File: src/rtl/lsu.sv
// rtl/lsu.sv - RV32I load/store unit: MEM-stage access to word-aligned data memory bus
// Handles byte enables, lane replication, load extension, misalign and memory time-out.
module lsu #(
  parameter int XLEN    = 32,
  parameter int TIMEOUT = 16
) (
  input  logic            clk,
  input  logic            rst,
  input  logic            req_valid,
  input  logic            req_wr,
  input  logic [2:0]      funct3,
  input  logic [XLEN-1:0] addr,
  input  logic [XLEN-1:0] wdata,
  output logic            stall,
  output logic [XLEN-1:0] rdata,
  output logic            rdata_valid,
  output logic            misalign,
  output logic            bus_err,
  output logic            dmem_req,
  output logic            dmem_we,
  output logic [XLEN-1:0] dmem_addr,
  output logic [XLEN-1:0] dmem_wdata,
  output logic [3:0]      dmem_be,
  input  logic [XLEN-1:0] dmem_rdata,
  input  logic            dmem_ack
);

  typedef enum logic [1:0] {S_IDLE, S_WAIT, S_RESP} state_e;

  localparam logic [7:0] WAIT_LAST = 8'(TIMEOUT - 1);

  state_e          state_q, state_d;
  logic [7:0]      wait_cnt_q;
  logic [1:0]      off_q;
  logic [2:0]      f3_q;
  logic            dmem_req_q, dmem_we_q;
  logic [XLEN-1:0] dmem_addr_q, dmem_wdata_q, rdata_q;
  logic [3:0]      dmem_be_q;
  logic            rdata_valid_q, misalign_q, bus_err_q;

  logic            legal;
  logic            last_wait;
  logic [3:0]      be_st;
  logic [XLEN-1:0] wd_st;
  logic [7:0]      ld_byte;
  logic [15:0]     ld_half;
  logic [XLEN-1:0] ld_ext;

  always_comb begin
    legal = 1'b0;
    case (funct3)
      3'd0:       legal = 1'b1;
      3'd1:       legal = ~addr[0];
      3'd2:       legal = (addr[1:0] == 2'b00);
      3'd4:       legal = ~req_wr;
      3'd5:       legal = ~req_wr & ~addr[0];
      default:    legal = 1'b0;
    endcase
  end

  always_comb begin
    be_st = 4'b1111;
    wd_st = wdata;
    case (funct3[1:0])
      2'd0: begin
        be_st = 4'b0001 << addr[1:0];
        wd_st = {4{wdata[7:0]}};
      end
      2'd1: begin
        be_st = addr[1] ? 4'b1100 : 4'b0011;
        wd_st = {2{wdata[15:0]}};
      end
      default: ;
    endcase
  end

  // Extraction uses the offset and funct3 latched at accept time, not the live inputs.
  always_comb begin
    ld_byte = dmem_rdata[8*off_q +: 8];
    ld_half = off_q[1] ? dmem_rdata[31:16] : dmem_rdata[15:0];
    case (f3_q)
      3'd0:    ld_ext = {{24{ld_byte[7]}}, ld_byte};
      3'd4:    ld_ext = {24'd0, ld_byte};
      3'd1:    ld_ext = {{16{ld_half[15]}}, ld_half};
      3'd5:    ld_ext = {16'd0, ld_half};
      default: ld_ext = dmem_rdata;
    endcase
  end

  assign last_wait = (wait_cnt_q == WAIT_LAST);

  always_ff @(posedge clk) begin
    if (rst) state_q <= S_IDLE;
    else     state_q <= state_d;
  end

  always_comb begin
    state_d = state_q;
    case (state_q)
      S_IDLE:  if (req_valid) state_d = legal ? S_WAIT : S_RESP;
      S_WAIT:  if (dmem_ack || last_wait) state_d = S_RESP;
      S_RESP:  state_d = S_IDLE;
      default: state_d = S_IDLE;
    endcase
  end

  always_comb begin
    stall = ~rst & (((state_q == S_IDLE) & req_valid) | (state_q == S_WAIT));
  end

  always_ff @(posedge clk) begin
    if (rst) begin
      wait_cnt_q    <= '0;
      off_q         <= '0;
      f3_q          <= '0;
      dmem_req_q    <= 1'b0;
      dmem_we_q     <= 1'b0;
      dmem_addr_q   <= '0;
      dmem_wdata_q  <= '0;
      dmem_be_q     <= '0;
      rdata_q       <= '0;
      rdata_valid_q <= 1'b0;
      misalign_q    <= 1'b0;
      bus_err_q     <= 1'b0;
    end else begin
      rdata_valid_q <= 1'b0;
      misalign_q    <= 1'b0;
      bus_err_q     <= 1'b0;
      case (state_q)
        S_IDLE: begin
          if (req_valid && legal) begin
            dmem_req_q   <= 1'b1;
            dmem_we_q    <= req_wr;
            dmem_addr_q  <= {addr[XLEN-1:2], 2'b00};
            dmem_be_q    <= req_wr ? be_st : 4'b1111;
            dmem_wdata_q <= req_wr ? wd_st : '0;
            off_q        <= addr[1:0];
            f3_q         <= funct3;
            wait_cnt_q   <= '0;
          end else if (req_valid) begin
            misalign_q   <= 1'b1;
          end
        end
        S_WAIT: begin
          // An ack in the final allowed cycle takes priority over the time-out.
          if (dmem_ack) begin
            dmem_req_q <= 1'b0;
            dmem_we_q  <= 1'b0;
            if (!dmem_we_q) begin
              rdata_q       <= ld_ext;
              rdata_valid_q <= 1'b1;
            end
          end else if (last_wait) begin
            dmem_req_q <= 1'b0;
            dmem_we_q  <= 1'b0;
            rdata_q    <= '0;
            bus_err_q  <= 1'b1;
          end else begin
            wait_cnt_q <= wait_cnt_q + 8'd1;
          end
        end
        default: ;
      endcase
    end
  end

  assign dmem_req    = dmem_req_q;
  assign dmem_we     = dmem_we_q;
  assign dmem_addr   = dmem_addr_q;
  assign dmem_wdata  = dmem_wdata_q;
  assign dmem_be     = dmem_be_q;
  assign rdata       = rdata_q;
  assign rdata_valid = rdata_valid_q;
  assign misalign    = misalign_q;
  assign bus_err     = bus_err_q;

endmodule

File: config.mk
export PLATFORM = sky130hd
export DESIGN_NAME = lsu
export DESIGN_NICKNAME = d
export VERILOG_FILES = /design/src/rtl/lsu.sv
export SDC_FILE = /design/constraint.sdc
export NUM_CORES = 1
export LEC_CHECK = 0
export ABC_AREA = 1
export BUFFER_PORTS_ARGS = -buffer_cell sky130_fd_sc_hd__buf_2
export CAP_MARGIN = 20
export CORE_MARGIN = 1.5
export CORE_UTILIZATION = 30
export DETAILED_ROUTE_END_ITERATION = 8
export HOLD_SLACK_MARGIN = 0.06
export PLACE_DENSITY = 0.51
export SYNTH_ARGS = -nofsm -noshare
export SYNTH_HDL_FRONTEND = slang
export SYNTH_SLANG_ARGS = --single-unit
File: constraint.sdc
create_clock -name clk -period 4.23 [get_ports clk]
set_input_delay 0 -clock clk [delete_from_list [all_inputs] [get_ports clk]]
set_output_delay 0 -clock clk [all_outputs]
set_load 0.005 [all_outputs]
==> impl.org, run 1 <==
** STA
- Setup violations remaining at the end of the flow were counted as 0.
- Setup repair after global routing left no endpoint under its margin.
- Fin crit share :: 60.8%
- Final Hold Vio Count :: 0
- Post-layout worst setup margin :: 1.66 ns
- Fmax :: 389 MHz
- The number of pins exceeding their max-slew limit in the final report is 0.
- Sum of negative setup slack :: 0 ns
- Worst Skew :: 0.00630 ns
- Worst slew pin tran :: 0.859 ns
- Counting I/O delays and the setup requirement, the final critical path takes 2.57 ns.
- Measured against its own limit, the worst slew margin works out to 42.7%.

** Detailed routing
- For this block, the via count after detailed routing is 6,308.
- Once detail routing completed, the nets flagged for antenna violations numbered 0.
- Number of search-and-repair iterations in the first detailed-routing pass :: 4
- DRT Wirelength :: 18.9 mm
- Routed length per instance :: 13.6 um
- # DRC :: 0
- Number of violations reported at the end of detailed-routing iteration 0 :: 344
- Using the TritonRoute via totals, the vias-per-cell ratio works out to 4.53.

** Placement
- Number of I/O port buffers :: 207
- Detailed-placement wirelength estimate :: 12.3 mm
- Pre-CTS setup slack :: 1.98 ns
- At the end of routability-driven placement, the weighted congestion stood at 0.818.

** Logic synthesis
- Most frequently used cell type in the post-synthesis netlist :: nand2_1
- By count the netlist is led by nand2_1, dfxtp_1, a21oi_1.
- Share of the yosys chip area belonging to registers :: 41.8%
- Yosys printed 0 warnings.
- For this run, the leading register cell type out of synthesis is dfxtp_1.
- Synth Cell Area :: 5660 um^2
- Top cells by area in the synthesized netlist :: dfxtp_1, nand2_1, a21oi_1
- The synthesized design spends more area on one cell type than any other, namely dfxtp_1.
- Average cell area after synthesis :: 6.60 um^2
- Counting flops with a built-in enable in the synthesized netlist gives 0.
- Synth Instances :: 857
- Flop and latch count out of synthesis :: 118
- After synthesis, the share of flip-flops with an asynchronous set or reset is 0%.
- Synth top area share :: 41.8%
- Unique masters post-synth :: 35

** Floorplan
- The core region is 18,600 um^2.
- Chip Width :: 140 um
- For this configuration, the core starts out at a cell density of 30.4%.
- Total Die Area :: 19,700 um^2
- Placement row count :: 50
- The floorplan step set the die height to 140 um.
- Top-Level Pins :: 210

** Clock network
- TritonCTS clock tree :: yes
- After clock tree synthesis, the setup repair step added 0 buffers.
- Worst-Skew Late Latency :: 0.42 ns
- The clock passes through at most 2 buffers.
- After clock tree synthesis, the clock-pin slew on the worst setup and hold paths is 0.06 ns.
- CTS Sinks :: 118
- Buffers inserted during clock tree synthesis total 17.
- The H-tree was split into 4 levels.
- CTS placed an instance of clkbuf_16 at the clock tree root.

** Min path
- The path with the worst hold slack has its endpoint at wait_cnt_q[0].
- Path class of the lowest-slack min-delay path :: primary input to flip-flop
- The startpoint identified for the worst hold timing path is rst.
- Along the worst hold path, the cell count comes to 2.

** Global routing
- Global routing used 19.6% of the available tracks across all layers.
- The via count of the first global-routing pass was 6,183.
- Global-route wire length before repair :: 30.7 mm
- Entering global routing, the biggest net connects 83 pins.
- Antenna violations before repair :: 0
- GR Overflow Total :: 0

** Power and ir drop
- Maximum VDD drop :: 0.271 mV
- Power density cells :: 386 nW/um^2
- Leakage component of the power :: 3.98 nW
- The design draws 3.29 mW.

** Layout
- The net count of the finished layout is 1,249.
- Counting the fill cells in the layout gives 1,945.
- Antenna fix cells :: 0
- In the final layout, the multi-input gates occupy 2790 um^2.
- Share of cells above drive strength 1 :: 24.0%
- Summing all flip-flop and latch instances after layout gives 2360 um^2.
- Synthesis-to-layout area growth :: 50.6%

** Worst setup path
- Type of the setup path with the least slack :: primary input to flip-flop
- Library cell contributing the largest single delay on the critical path :: dlygate4sd3_1
- The startpoint identified for the worst register-to-register timing path is f3_q[1].
- Endpoint required time on the critical path :: 4.50 ns
- The worst setup path is captured at a flip-flop.
- End of the worst register-to-register path :: rdata[21]
- In this design, the stage delay of the slowest critical-path cell is 0.56 ns.
- Sort of element at the start of the critical path :: primary input
- Traced cell by cell, the critical path runs through dlygate4sd3_1 -> buf_2 -> inv_2 -> nand2_1 -> o22ai_1 -> dlygate4sd3_1 -> nand3b_1 -> dlygate4sd3_1 -> a21oi_1.
- Counting cells, the worst reg-to-reg path comes to 7.
- Top cell by count, worst path :: dlygate4sd3_1
- In this run the worst path has a maximum fanout of 31.
- Launching instance or port of the critical path :: funct3[1]
- At the worst endpoint, the arrival time is 2.85 ns.
- Register-to-register path setup slack :: 2.11 ns

** Flow run
- The tool flagged a number of max-cap violations equal to 0.

** Outcome
- Status :: finished, final reports clean
metal layers:
layer	global-route usage [%]	share of wire, %	vias up
li1	-	-	3299
met1	25.0	46	2787
met2	31.6	46	197
met3	6.09	7.0	25
met4	6.15	1.6	0
met5	0	0	-
area by class of cell:
type | instances | share of cell area (%)
Inverter | 64 | 2.85
Clock buffer | 17 | 4.99
Multi-Input combinational cell | 624 | 32.8
Tap cell | 234 | 3.44
Sequential cell | 118 | 27.7
Timing Repair Buffer | 319 | 25.2
Clock inverter | 15 | 2.97
cell families (layout without fill, tap and decap cells):
logic type / after synthesis / after routing / share of synthesized area [%]
other: 1 / 2 / 0.0663
flip-flops: 118 / 118 / 41.8
adder cells (fa/ha/maj): 1 / 1 / 0.221
AO/OA/AOI/OAI: 153 / 153 / 15.0
AND/OR/NAND/NOR: 468 / 468 / 33.9
buffers and inverters: 116 / 415 / 9.09
power breakdown:
group	leakage (nW)	switching [mW]	internal [mW]
sequential	0.956	0.0261	1.15
combinational	2.70	0.243	0.197
clock	0.324	0.563	1.11
registers in the layout (all words and copies together), names as in the netlist, 2 cells and up:
register    flops
wait_cnt_q      8
f3_q            3
dmem_addr      30
off_q           2
dmem_be         4
state_q         2
rdata          32
dmem_wdata     32
metrics by stage:
stage,cell area [um^2],util [%],hold WS (ns),std cells
after floorplan,5660,-,0.126,858
after global placement,6760,36.4,0.251,1251
after detailed placement,6760,36.4,0.256,1251
after CTS,8520,45.8,0.0615,1391
after global routing,8520,45.8,0.0932,1391
final,8520,45.8,0.0702,1391
critical path, delay by kind of cell:
kind	cells	cell delay (ns)
simple gates	2	0.41
buf+inv	5	2.18
compound gates	2	0.25
timing repair:
| item | CTS | global route |
|---|---|---|
| hold buffers | 108 | 0 |
| endpoints found under the hold margin | 102 | 0 |
| endpoints found under the setup margin | 0 | 0 |
| gates resized for setup | 0 | 0 |
layout by cell type, fill, tap and decap left out:
master,instances
dfxtp_1,118
nor3b_1,2
o22ai_1,3
a21oi_2,10
inv_6,1
dlygate4sd3_1,108
a211oi_1,8
nand4_1,4
bufinv_16,6
nand3_4,1
inv_4,1
clkbuf_16,17
buf_4,5
inv_2,3
o21bai_1,2
conb_1,2
clkinv_2,1
nand3b_1,4
buf_2,206
clkinv_1,1
clkinv_4,5
nand3_1,31
nand2_2,13
clkinvlp_4,2
a21oi_1,105
nor2_4,1
o21ai_0,18
nand2_1,295
nor3_1,12
nor2_2,1
nand4_4,1
o21ai_1,3
o2111ai_1,3
nor2_1,99
inv_1,59
or2_2,4
o211ai_1,1
ha_1,1
worst max path at each step:
stage               cells past startpoint        endpoint  slack, ns
floorplan                              10        rdata[7]       2.70
global placement                        9   dmem_addr[29]       2.02
detailed placement                      9   dmem_addr[12]       1.98
CTS                                     9  dmem_wdata[27]       1.71
global route                            9  dmem_wdata[30]       1.48
finish                                  9  dmem_wdata[27]       1.66
Power figures use the tool's default switching activity.
==> run 2: changes to the inputs <==
==> constraint.sdc (replaced) <==
create_clock -name clk -period 2.5 [get_ports clk]
set_input_delay 0 -clock clk [delete_from_list [all_inputs] [get_ports clk]]
set_output_delay 0 -clock clk [all_outputs]
set_load 0.005 [all_outputs]
==> impl.org, run 2 (same netlist as run 1, synthesis figures left out) <==
** Detailed routing
- In this run the remaining antenna-violating nets after routing total 0.
- The routed layout has 6,317 vias.
- DRT Wirelength :: 18.9 mm
- Dividing the detail-routed via count by the number of cells gives 4.53.
- After the first detailed-routing iteration, the DRC count stood at 337.
- For this run, design rule violations remaining after detail routing come to 0.
- For this run, the detailed router's first-pass iteration total came to 4.
- Routed length per instance :: 13.6 um

** Worst setup path
- End of the worst register-to-register path :: dmem_wdata[5]
- For the worst setup path, the data arrival time is 2.66 ns.
- Startpoint of the most critical register-to-register path :: state_q[0]
- Endpoint required time on the critical path :: 2.86 ns
- The largest individual stage delay along the critical path comes from the cell dlygate4sd3_1.
- Sort of element at the start of the critical path :: primary input
- Type of the setup path with the least slack :: primary input to flip-flop
- The worst setup path is captured at a flip-flop.
- Register-to-register path setup slack :: 0.43 ns
- Of all nets on the critical path, the largest fanout is 69.
- Stage delay of the slowest cell on the critical path :: 0.56 ns
- CP delay by family, top :: buffers and inverters
- The signal on the critical path passes through dlygate4sd3_1 -> buf_2 -> nor2_4 -> inv_2 -> nand2_1 -> nand4_4 -> inv_2 -> buf_12 -> nand2_1 -> a21oi_1 -> dlygate4sd3_1.
- Count of buffering cells on the critical path with inverters included :: 6
- The worst register-to-register path has a depth of 7.

** Flow run
- Number of maximum-capacitance violations :: 0

** STA
- The routed design could run at a clock period as short as 2.30 ns.
- Final Hold Vio Count :: 0
- Worst Skew :: 0.0103 ns
- Measured against its own limit, the worst slew margin works out to 39.4%.
- RSZ-0062 raised after global routing :: no
- Sum of negative setup slack :: 0 ns
- For the pin with the worst max-slew slack, the measured transition is 0.909 ns.
- Fmax :: 434 MHz
- The worst path uses 92.1% of the clock period.
- The number of pins exceeding their max-slew limit in the final report came to 0.
- Setup violations remaining at the end of the flow were counted as 0.

** Power and ir drop
- The worst-case IR drop observed on VDD is 0.466 mV.
- The share of total power dissipated in combinational logic is 13.6%.
- Of the total power, registers draw 35.6%.
- The design draws 5.56 mW.
- In this run the static leakage power is 4.05 nW.
- The internal power of the cells totals 4.22 mW.
- Power density cells :: 650 nW/um^2
- Clk network pwr share :: 50.8%
- For this design the total switching power over the nets is 1.35 mW.
- Switching power share of the total :: 24.2%

** Floorplan
- Chip height :: 140 um
- Initial standard-cell utilization of the core :: 30.4%
- Chip Width :: 140 um
- The core region is 18,600 um^2.
- The floorplan has 50 rows.
- For this design the top-level I/O count stands at 210.
- Total Die Area :: 19,700 um^2

** Placement
- Number of I/O port buffers :: 207
- In this run, placement finished with an instance count of 1,257.
- Detailed-placement wirelength estimate :: 12.2 mm
- The congestion estimate from routability-driven global placement came to 0.814.

** Layout
- In the layout the commonest cells are nand2_1, buf_2, dfxtp_1.
- Antenna fix cells :: 0
- Net count reported at finish :: 1,255
- Post-layout instance count excluding filler cells :: 1,395
- Synthesis-to-layout area growth :: 51.4%
- Fin util :: 46.1%
- Share of cells above drive strength 1 :: 24.2%
- Leaving out fill and tap cells, the most frequent cell in the layout is nand2_1.

** Global routing
- Entering global routing, the biggest net connects 76 pins.
- Antenna violations before repair :: 0
- Global-route wire length before repair :: 30.5 mm
- Global routing consumed, over all layers together, 19.5% of the routing resources.
- Global routing finished with a remaining overflow of 0.
- The via count of the first global-routing pass came to 6,144.

** Clock network
- Buffers added to address setup during post-CTS repair amount to 0.
- The H-tree generated during clock tree synthesis spans 4 levels.
- Total of cells resized after clock tree synthesis :: 0
- The clock drives 118 sinks.
- Max Root-Sink Buffers :: 2
- Worst-Skew Late Latency :: 0.42 ns
- Clock buffers created by TritonCTS :: 17
- TritonCTS built the clock tree.
- CTS clk-pin slew, worst paths :: 0.05 ns
- In this run, post-CTS hold repair placed 108 buffers.
- Root cell of the clock tree :: clkbuf_16

** Min path
- The startpoint identified for the worst hold timing path is wdata[25].
- The path with the worst hold slack has its endpoint at dmem_wdata[25].
- The worst hold path passes through 4 cells.
- The path class of the tightest hold or removal check is primary input to flip-flop.

** Outcome
- The run finished with clean final reports.
-- run 2: changes by cell type in the layout (fill, tap and decap cells not counted) --
cell,before,now
clkinv_2,1,2
buf_4,5,10
inv_6,1,0
clkbuf_8,0,3
clkbuf_1,0,1
clkinv_4,5,0
clkinvlp_4,2,1
buf_12,0,1
-- run 2: worst max path at each step --
stage / startpoint / to / cells after the start
floorplan: wait_cnt_q[0] / rdata[7] / 10
global placement: wait_cnt_q[0] / rdata[1] / 11
detailed placement: wait_cnt_q[0] / rdata[3] / 11
CTS: funct3[0] / dmem_wdata[2] / 11
global route: funct3[0] / dmem_wdata[6] / 11
finish: funct3[0] / dmem_wdata[5] / 11
-- run 2: worst register-to-register path, delay by kind of cell, from the launching register on --
| family | cells | cell delay [ns] |
|---|---|---|
| buffers and inverters | 3 | 0.98 |
| AO/OA/AOI/OAI | 1 | 0.14 |
| flip-flops | 1 | 0.34 |
| AND/OR/NAND/NOR | 3 | 0.55 |
-- run 2: final cells by class --
cell class,count,area [um^2]
fillers,1882,10000
inverters,64,243
repair buffers,325,2210
flip-flops and latches,118,2360
multi-input cells,624,2790
well taps,234,293
clock buffers,21,470
clock inverters,9,198
-- run 2: stage by stage --
| step | setup WS (ns) | instance area [um^2] | hold slack (ns) |
|---|---|---|---|
| after detailed placement | 0.775 | 6820 | 0.254 |
| after floorplan | 0.971 | 5660 | 0.126 |
| after CTS | 0.253 | 8570 | 0.0654 |
| final | 0.197 | 8570 | 0.0822 |
| after global placement | 0.799 | 6820 | 0.253 |
| after global routing | 0.0224 | 8570 | 0.0883 |
-- run 2: layer usage --
layer  vias up  share of wire [%]  global-route usage [%]
li1       3304                  -                       -
met1      2815                 46                    25.1
met2       182                 46                    31.2
met3        16                6.9                    6.09
met4         0                1.0                    5.71
met5         -                  0                       0
-- run 2: power groups by stage --
| stage | Clock [mW] | Sequential, mW | Combinational (mW) |
|---|---|---|---|
| 6_report | 2.83 | 1.98 | 0.755 |
| 5_1_grt | 2.97 | 1.99 | 0.846 |
| 4_1_cts | 2.88 | 1.98 | 0.756 |
| 3_5_place_dp | 0 | 2.02 | 0.627 |
| 3_3_place_gp | 0 | 2.02 | 0.629 |
| 2_1_floorplan | 0 | 2.02 | 0.380 |
